`src/rtl/drac_pkg.sv`:
```
// Shared fetch-path types for the I-cache line buffer: CPU request/response
// payloads, the line-buffer FSM state and line geometry helpers.
package drac_pkg;

  localparam int unsigned PHY_VIRT_MAX_ADDR_SIZE = 40;
  localparam int unsigned ICACHE_LINE_BITS       = 128;

  // Byte-offset width inside one I-cache line.
  function automatic int unsigned line_offset_bits(input int unsigned line_bits);
    return $clog2(line_bits / 8);
  endfunction

  localparam int unsigned ICACHE_OFFSET_BITS = line_offset_bits(ICACHE_LINE_BITS);

  typedef struct packed {
    logic                              valid;
    logic [PHY_VIRT_MAX_ADDR_SIZE-1:0] vaddr;
    logic                              invalidate_icache;
    logic                              invalidate_buffer;
    logic                              inval_fetch;
  } req_cpu_icache_t;

  typedef struct packed {
    logic        valid;
    logic [31:0] data;
    logic        instr_page_fault;
  } resp_icache_cpu_t;

  typedef enum logic [2:0] {
    LB_IDLE   = 3'd0,
    LB_REQ    = 3'd1,
    LB_WAIT   = 3'd2,
    LB_KILL   = 3'd3,
    LB_REPLAY = 3'd4
  } lb_state_t;

endpackage

```
`src/rtl/icache_line_buffer.sv`:
```
// Single-line fetch buffer in front of the I-cache: serves hits from the held
// line, otherwise fetches the whole line and replays the requested word.
module icache_line_buffer
  import drac_pkg::*;
#(
  parameter int unsigned LINE_BITS  = ICACHE_LINE_BITS,
  parameter int unsigned VADDR_BITS = PHY_VIRT_MAX_ADDR_SIZE
) (
  input  logic                  clk_i,
  input  logic                  rstn_i,
  input  req_cpu_icache_t       req_cpu_icache_i,
  output logic                  ic_req_valid_o,
  input  logic                  ic_req_ready_i,
  output logic [VADDR_BITS-1:0] ic_req_vaddr_o,
  input  logic                  ic_resp_valid_i,
  input  logic [LINE_BITS-1:0]  ic_resp_data_i,
  input  logic                  ic_resp_xcpt_i,
  output logic                  ic_flush_o,
  output resp_icache_cpu_t      resp_icache_cpu_o,
  output logic                  busy_o
);

  localparam int unsigned OFF_BITS = line_offset_bits(LINE_BITS);
  localparam int unsigned TAG_BITS = VADDR_BITS - OFF_BITS;
  localparam int unsigned IDX_BITS = OFF_BITS - 2;

  lb_state_t state_q, state_d;

  logic                 buf_valid_q, buf_valid_d;
  logic [TAG_BITS-1:0]  buf_tag_q,   buf_tag_d;
  logic [LINE_BITS-1:0] buf_data_q,  buf_data_d;
  logic                 buf_xcpt_q,  buf_xcpt_d;
  logic [TAG_BITS-1:0]  miss_tag_q,  miss_tag_d;
  logic [IDX_BITS-1:0]  miss_idx_q,  miss_idx_d;

  resp_icache_cpu_t resp_q, resp_d;
  logic             ic_req_valid_q, ic_req_valid_d;
  logic             busy_q, busy_d;
  logic             flush_q, flush_d;

  logic [TAG_BITS-1:0] req_tag;
  logic [IDX_BITS-1:0] req_idx;
  logic                in_idle, hit, hit_resp, start_miss, fill;
  logic                unused_vaddr;

  assign req_tag      = req_cpu_icache_i.vaddr[VADDR_BITS-1:OFF_BITS];
  assign req_idx      = req_cpu_icache_i.vaddr[OFF_BITS-1:2];
  assign unused_vaddr = ^req_cpu_icache_i.vaddr;

  // A hit while the buffer is being invalidated is treated as a miss so the fetch still completes.
  assign in_idle    = (state_q == LB_IDLE);
  assign hit        = in_idle && req_cpu_icache_i.valid && buf_valid_q && (buf_tag_q == req_tag);
  assign hit_resp   = hit && !req_cpu_icache_i.invalidate_buffer && !req_cpu_icache_i.inval_fetch;
  assign start_miss = in_idle && req_cpu_icache_i.valid && !req_cpu_icache_i.inval_fetch &&
                      !(hit && !req_cpu_icache_i.invalidate_buffer);
  assign fill       = (state_q == LB_WAIT) && ic_resp_valid_i && !req_cpu_icache_i.inval_fetch;

  always_ff @(posedge clk_i or negedge rstn_i) begin
    if (!rstn_i) state_q <= LB_IDLE;
    else         state_q <= state_d;
  end

  // Next-state logic; a killed miss either drops straight to idle or drains its line in KILL.
  always_comb begin
    state_d = state_q;
    unique case (state_q)
      LB_IDLE: if (start_miss) state_d = LB_REQ;
      LB_REQ: begin
        if (req_cpu_icache_i.inval_fetch) state_d = ic_req_ready_i ? LB_KILL : LB_IDLE;
        else if (ic_req_ready_i)          state_d = LB_WAIT;
      end
      LB_WAIT: begin
        if (req_cpu_icache_i.inval_fetch) state_d = ic_resp_valid_i ? LB_IDLE : LB_KILL;
        else if (ic_resp_valid_i)         state_d = LB_REPLAY;
      end
      LB_KILL:   if (ic_resp_valid_i) state_d = LB_IDLE;
      LB_REPLAY: state_d = LB_IDLE;
      default:   state_d = LB_IDLE;
    endcase
  end

  // Next values for the buffer, miss latch and all registered outputs.
  always_comb begin
    buf_valid_d    = buf_valid_q;
    buf_tag_d      = buf_tag_q;
    buf_data_d     = buf_data_q;
    buf_xcpt_d     = buf_xcpt_q;
    miss_tag_d     = miss_tag_q;
    miss_idx_d     = miss_idx_q;
    resp_d         = '0;
    ic_req_valid_d = (state_d == LB_REQ);
    busy_d         = (state_d == LB_REQ) || (state_d == LB_WAIT) || (state_d == LB_KILL);
    flush_d        = req_cpu_icache_i.invalidate_icache;

    if (start_miss) begin
      miss_tag_d = req_tag;
      miss_idx_d = req_idx;
    end

    if (hit_resp) begin
      resp_d.valid            = 1'b1;
      resp_d.data             = 32'(buf_data_q >> {req_idx, 5'b0});
      resp_d.instr_page_fault = buf_xcpt_q;
    end

    if (fill) begin
      buf_valid_d             = 1'b1;
      buf_tag_d               = miss_tag_q;
      buf_data_d              = ic_resp_data_i;
      buf_xcpt_d              = ic_resp_xcpt_i;
      resp_d.valid            = 1'b1;
      resp_d.data             = 32'(ic_resp_data_i >> {miss_idx_q, 5'b0});
      resp_d.instr_page_fault = ic_resp_xcpt_i;
    end

    if (req_cpu_icache_i.invalidate_buffer || req_cpu_icache_i.invalidate_icache) begin
      buf_valid_d = 1'b0;
    end
  end

  always_ff @(posedge clk_i or negedge rstn_i) begin
    if (!rstn_i) begin
      buf_valid_q    <= 1'b0;
      buf_tag_q      <= '0;
      buf_data_q     <= '0;
      buf_xcpt_q     <= 1'b0;
      miss_tag_q     <= '0;
      miss_idx_q     <= '0;
      resp_q         <= '0;
      ic_req_valid_q <= 1'b0;
      busy_q         <= 1'b0;
      flush_q        <= 1'b0;
    end else begin
      buf_valid_q    <= buf_valid_d;
      buf_tag_q      <= buf_tag_d;
      buf_data_q     <= buf_data_d;
      buf_xcpt_q     <= buf_xcpt_d;
      miss_tag_q     <= miss_tag_d;
      miss_idx_q     <= miss_idx_d;
      resp_q         <= resp_d;
      ic_req_valid_q <= ic_req_valid_d;
      busy_q         <= busy_d;
      flush_q        <= flush_d;
    end
  end

  assign ic_req_valid_o    = ic_req_valid_q;
  assign ic_req_vaddr_o    = {miss_tag_q, OFF_BITS'(0)};
  assign ic_flush_o        = flush_q;
  assign busy_o            = busy_q;
  assign resp_icache_cpu_o = resp_q;

endmodule

```
`config.mk`:
```
export PLATFORM = sky130hd
export DESIGN_NAME = icache_line_buffer
export DESIGN_NICKNAME = d
export VERILOG_FILES = /design/src/rtl/drac_pkg.sv /design/src/rtl/icache_line_buffer.sv
export SDC_FILE = /design/constraint.sdc
export NUM_CORES = 1
export LEC_CHECK = 0
export ABC_AREA = 1
export CORE_MARGIN = 2
export CORE_UTILIZATION = 45
export CTS_BUF_LIST = sky130_fd_sc_hd__clkbuf_4
export CTS_CLUSTER_DIAMETER = 40
export CTS_CLUSTER_SIZE = 24
export DETAILED_ROUTE_END_ITERATION = 8
export PLACE_DENSITY = 0.69
export SLEW_MARGIN = 20
export SYNTH_ARGS = -nofsm -noshare
export SYNTH_HDL_FRONTEND = slang
export SYNTH_SLANG_ARGS = --single-unit
```
`constraint.sdc`:
```
create_clock -name clk_i -period 1.9 [get_ports clk_i]
set_input_delay 0.38 -clock clk_i [delete_from_list [all_inputs] [get_ports clk_i]]
set_output_delay 0.38 -clock clk_i [all_outputs]
set_load 0.005 [all_outputs]
```
**After elaboration in Yosys (flattened, before gate mapping)**

Cells that the tools add are included.

- Divide/modulo/power cells: 0
- Multipliers: 0
- Bitwise gates (word level): 0
- Add/sub/neg operators: 0
- Shifts and indexed selects: 2
- Eq/ne operators: 7
- Reduce and logical (&&, ||, !) cells: 17
- Mux-type cells: 13
- $lt $le $gt $ge: 0

Operators with widths:

| kind | count |
|---|---|
| $shr 128x7->32 | 2 |
| $mux 34 | 2 |
| $eq 36x36->1 | 1 |
| $mux 3 | 6 |
| $eq 3x2->1 const B | 4 |
| $pmux 3 s4 | 1 |
| $logic_and 1x1->1 | 9 |
| $eq 3x1->1 const B | 2 |
| $mux 2 | 2 |
| $logic_not 1->1 | 3 |
| $logic_not 3->1 | 1 |
| $logic_or 1x1->1 | 3 |
| $mux 1 | 2 |
| $reduce_bool 2->1 | 1 |

- ROM bits: 0
- Bits of input ports: 177
- Logic and storage cells: 52
- Latch bits: 0
- Output and inout bits: 77
- Memories: 0
- Register bits: 244
- Memory bits (writable): 0

**Longest topological paths before layout**

- Depth in word-level cells: 12
- Depth in mapped cells: 13
- Gate-level depth less buffers: 11

**Least setup slack after synthesis**

Ideal clock, no wire load.

- Path type: register to register
- Start point: register state_q[0]
- End point: register miss_tag_q[15]
- Arrival time: 1.392 ns
- Library setup time: 0.117 ns
- Cell stages (with the launch flop): 13
- Required time: 1.783 ns
- Period minus slack after synthesis: 1.509 ns
- Path slack: 0.391 ns
- Path buffers: 2
- Path through: dfrtp_1 -> nor2_2 -> nand3_1 -> nor2_1 -> nand2_1 -> nor2_1 -> nand2_1 -> inv_2 -> nand2_2 -> buf_6 -> buf_6 -> nand3_1 -> nand2_1

- Cells in the longest elaborated chain, start to end: 7
- Elaborated cells between the ends (all ways): 8
- Those cells by class: 8 x reduce/logical

RTL lines:

| element | line | text |
|---|---|---|
| start: declaration | icache_line_buffer.sv:27 | `lb_state_t state_q, state_d;` |
| start signal: assignment | icache_line_buffer.sv:60 | `else state_q <= state_d;` |
| $logic_not 3->1 * | icache_line_buffer.sv:51 | `assign in_idle = (state_q == LB_IDLE);` |
| $logic_and 1x1->1 * | icache_line_buffer.sv:52, icache_line_buffer.sv:54 |  |
| $logic_and 1x1->1 (2 in series) | icache_line_buffer.sv:52 | `assign hit = in_idle && req_cpu_icache_i.valid && buf_valid_q && (buf_tag_q == req_tag);` |
| $logic_and 1x1->1 | icache_line_buffer.sv:55 | `!(hit && !req_cpu_icache_i.invalidate_buffer);` |
| $logic_not 1->1 | icache_line_buffer.sv:55 |  |
| $logic_and 1x1->1 * | icache_line_buffer.sv:54 | `assign start_miss = in_idle && req_cpu_icache_i.valid && !req_cpu_icache_i.inval_fetch &&` |
| end signal: assignment | icache_line_buffer.sv:138 | `miss_tag_q <= miss_tag_d;` |
| end: declaration | icache_line_buffer.sv:33 | `logic [TAG_BITS-1:0] miss_tag_q, miss_tag_d;` |

Mark *: on every way between the ends. The rest lies on a longest branch, timed or not.
A chain may end at the register's enable or synchronous reset.

**Worst setup path in the final report**

- Start point: register miss_tag_q[20]
- End point: output port ic_req_vaddr_o[24]

RTL lines:

| element | line | text |
|---|---|---|
| end: declaration | icache_line_buffer.sv:14 | `output logic [VADDR_BITS-1:0] ic_req_vaddr_o,` |

No word-level cell between the ends.

==> metrics.log <==
INFO  metric outcome = complete, no violations
INFO  metric power-per-cell-area = 1248 nW/um^2
INFO  metric final-setup-viol-count = 0
INFO  metric groute.usage.overall = 0.2559
INFO  metric area_delta_synth_final = 33.22%
INFO  metric pin_count_of_the_biggest_net_entering_global_routing = 66
INFO  metric internal_power = around 0.013 W
INFO  metric area.sequential = 6107 sq um
INFO  metric die-width = 169.6 um
INFO  metric setup_slack = 0.1339 ns
INFO  metric clock_tree_from_tritoncts = built
INFO  metric routed-via-count = 12.08k
INFO  metric total_switching_power = 0.007686 W
INFO  metric clk_tree_root_cell = clkbuf_4
INFO  metric cp_cell_sequence = dlygate4sd2_1
INFO  metric global_route_wire_length_before_repair = 58940 um
INFO  metric comb_power_share = 0.383
INFO  metric detailedPlacementHpwl = between 20000 and 25000 um
INFO  metric max_cap_viol_count = 0
INFO  metric synth-main-ff-cell = dfrtp_1
INFO  metric syn_inst = 1666
INFO  metric worst_skew_pair.late_latency = 0.68 ns
INFO  metric unrepaired_setup_endpoints_after_global_routing = no
INFO  metric die_h = 169.6 um
INFO  metric max_stage_delay = 0.44 ns
INFO  metric yosys.area_share.xor_xnor = 0.004259
INFO  metric critical_path_peak_fanout = 3
INFO  metric n_fill_cell = 2398
INFO  metric post-route-min-period = 1.766 ns
INFO  metric clock_pin_slew_on_the_worst_setup_and_hold_paths = around 0.10 ns
INFO  metric clock_skew = 0.03659 ns
INFO  metric leakagePower = 8.732 nW
INFO  metric netlist-cell-type-count = 30
INFO  metric route.antenna.remaining_nets = 0
INFO  metric max-slew-margin-rel = 0.6405
INFO  metric mappedNetlistArea = ~12000 sq um
INFO  metric vias_per_cell = 5.193
INFO  metric hp-class = in -> async
INFO  metric synth_simple_gate_area_frac = 0.2823
INFO  metric nets = 2128
INFO  metric post_synth_top_area_share = 0.4949
INFO  metric synth_compound_gate_area_share = 0.1327
INFO  metric required = 1.52 ns
INFO  metric clock_power_share = 0.207
INFO  metric multiInputGateArea = 5207 sq um
INFO  metric ys_top_cells_by_area = dfrtp_1 (49%), nand2_1 (21%), inv_1 (4.0%)
INFO  metric synth_adder_area_share = 0
INFO  metric crit_arrival = 1.39 ns
INFO  metric slew_violations = 0
INFO  metric num_rows = 60
INFO  metric yosysWarnings = 0
INFO  metric synth_top_family_by_area = simple AND/OR/NAND/NOR gates
INFO  metric netlist.top_cell.by_area = dfrtp_1
INFO  metric fp.dieArea = 28760 sq um
INFO  metric place_ws = -0.3115 ns
INFO  metric htree_levels = 2
INFO  metric final_period_utilization = 0.9295
INFO  metric synth_enable_flop_cells = 0
INFO  metric layout-drive-gt1-share = 0.09747
INFO  metric finalSetupTns = 0 ns
INFO  metric worstMarginPinSlew = 0.5392 ns
INFO  metric critPathTopFamily = flip-flops
INFO  metric critical_path_buf_inv_count = 1
INFO  metric count_of_buffers_from_port_buffering = 247
INFO  metric crit_slowest_cell = dfrtp_1
INFO  metric fmax = 566.2 MHz
INFO  metric cts_buffers = 40
INFO  metric final_cell_count_no_fill = roughly 2.3k
INFO  metric sequential_area_share_after_synthesis = 0.4949
INFO  metric postSynthAreaPerCell = 7.406 sq um
INFO  metric placed_cells = between 2k and 2.5k
INFO  metric gpl.final_weighted_congestion = 0.8601
INFO  metric number_of_antenna_violations_at_the_first_check_in_global_routing = 6
INFO  metric detail_route.drc_violations = 0
INFO  metric timing.critical_path.from_type = flip-flop
INFO  metric first_global_vias = 11.33k
INFO  metric clock_tree.buffer_depth = 3
INFO  metric finalWirelength = 37060 um
INFO  metric initial_core_util = 0.4578
INFO  metric synth-seq-cells = 244
INFO  metric dr.pass1.iters = 7
INFO  metric part_of_the_total_power_dissipated_in_sequential_elements = 0.410
INFO  metric power.switching_fraction = 0.3746
INFO  metric dr.first_iter.drc_count = 1113
INFO  metric yosys-mux-area-fraction = 0
INFO  metric end_kind = output pin
INFO  metric remaining_global_route_overflow = 0
INFO  metric postLayoutCoreUtil = 0.6099
INFO  metric timing.final.hold_violations = 0
INFO  metric layout.cell_area.non_filler = 16440 sq um
INFO  metric area_of_the_core = 26950 sq um
INFO  metric placed_area = 15600 sq um
INFO  metric synth-async-reset-ratio = 1.000
INFO  metric routedWlPerCell = 15.93 um
INFO  metric rrSetupSlack = 0.23 ns
INFO  metric critical_path_class = reg -> out
INFO  metric tritoncts_num_sinks = 244
INFO  metric io-pin-count = 254
INFO  metric highest_ir_drop_seen_on_vdd = 0.0006003 V
-- per-layer routing --
layer,global-route usage,wire (um),up-vias
met3,0.05061,3046,68
met5,0,13,-
met1,0.3460,15930,5582
met2,0.4172,17220,537
li1,-,-,5890
met4,0.07952,852,2
-- logic make-up (layout without fill, tap and decap cells) --
logic type / count (synthesis) / after routing
other: 1 / 9
AO/OA/AOI/OAI: 292 / 292
AND/OR/NAND/NOR: 874 / 874
flip-flops: 244 / 244
buffers and inverters: 249 / 560
XOR/XNOR: 6 / 6
-- synth_stat cells, types with 6 or more instances --
cell,number
a21oi_1,99
a32o_1,32
buf_1,6
buf_2,42
buf_6,7
clkbuf_1,49
dfrtp_1,244
inv_1,133
inv_2,7
nand2_1,706
nand3_1,40
nand4_1,35
nor2_1,80
o21ai_0,97
o21ai_1,62
-- cell usage in the layout, fill, tap and decap left out, drive strengths merged --
| master | count |
|---|---|
| nand2 | 707 |
| dfrtp | 244 |
| clkdlybuf4s50 | 171 |
| o21ai | 159 |
| inv | 145 |
| buf | 103 |
| a21oi | 99 |
| nor2 | 82 |
| dlygate4sd2 | 68 |
| clkbuf | 46 |
| nand3 | 44 |
| nand4 | 35 |
| a32o | 32 |
| clkinv | 8 |
| clkinvlp | 7 |
| bufinv | 6 |
| diode | 5 |
| dlymetal6s2s | 5 |
| xor2 | 4 |
| conb | 4 |
| nor3 | 3 |
| xnor2 | 2 |
| nor4 | 1 |
| o21bai | 1 |
| a211oi | 1 |
| nand3b | 1 |
| or2 | 1 |
| dlygate4sd3 | 1 |
-- metrics by stage --
step | hold WS (ns) | power [W]
detailed placement | 0.2944 | 0.01618
CTS | 0.1485 | 0.02058
floorplan | 0.08441 | 0.01298
finish | 0.1865 | 0.02052
global route | 0.1681 | 0.02212
global placement | 0.2991 | 0.01595
-- final cells by class --
| cell class | count | share of cell area |
|---|---|---|
| Sequential cell | 244 | 0.3715 |
| Multi-Input combinational cell | 1176 | 0.3168 |
| Timing Repair Buffer | 348 | 0.2125 |
| Inverter | 141 | 0.03250 |
| Tap cell | 341 | 0.02596 |
| Clock buffer | 46 | 0.02101 |
| Clock inverter | 25 | 0.01888 |
| Antenna cell | 5 | 0.0007612 |
-- sequential cells by signal, indices dropped and copies added, names as in the netlist --
name and count:
buf_valid_q 1, miss_idx_q 2, buf_xcpt_q 1, buf_data_q 128, ic_req_valid_o 1, ic_flush_o 1, state_q 3, buf_tag_q 36
resp_icache_cpu_o 34, busy_o 1, miss_tag_q 36
-- power by group through the flow --
stage	Clock [W]	Sequential, W	Combinational (W)
3_3_place_gp	0	0.00854	0.00741
2_1_floorplan	0	0.00834	0.00464
5_1_grt	0.00454	0.00868	0.00889
4_1_cts	0.00433	0.00839	0.00785
3_5_place_dp	0	0.00858	0.00760
6_report	0.00425	0.00841	0.00786
-- final timing paths --
path / from / to / cells after the start
worst max-delay path: miss_tag_q[20]$_DFFE_PN0P_ / ic_req_vaddr_o[24] / 1
worst min-delay path: rstn_i / buf_data_q[8]$_DFFE_PN0P_ / 2
worst max register to register: state_q[2]$_DFF_PN0_ / ic_req_valid_o$_DFF_PN0_ / 9
worst min register to register: buf_data_q[106]$_DFFE_PN0P_ / buf_data_q[106]$_DFFE_PN0P_ / 2
max in group asynchronous: rstn_i / buf_data_q[118]$_DFFE_PN0P_ / 3
min in group clk_i: req_cpu_icache_i[5] / miss_idx_q[0]$_DFFE_PN0P_ / 4
-- repair_timing --
item,in CTS,in global routing
buffers inserted,30,0
resized for setup,68,6
endpoints found under the hold margin,243,0
setup endpoints to repair,68,21
hold buffers,1,0
(Power assumes the default switching activity.)
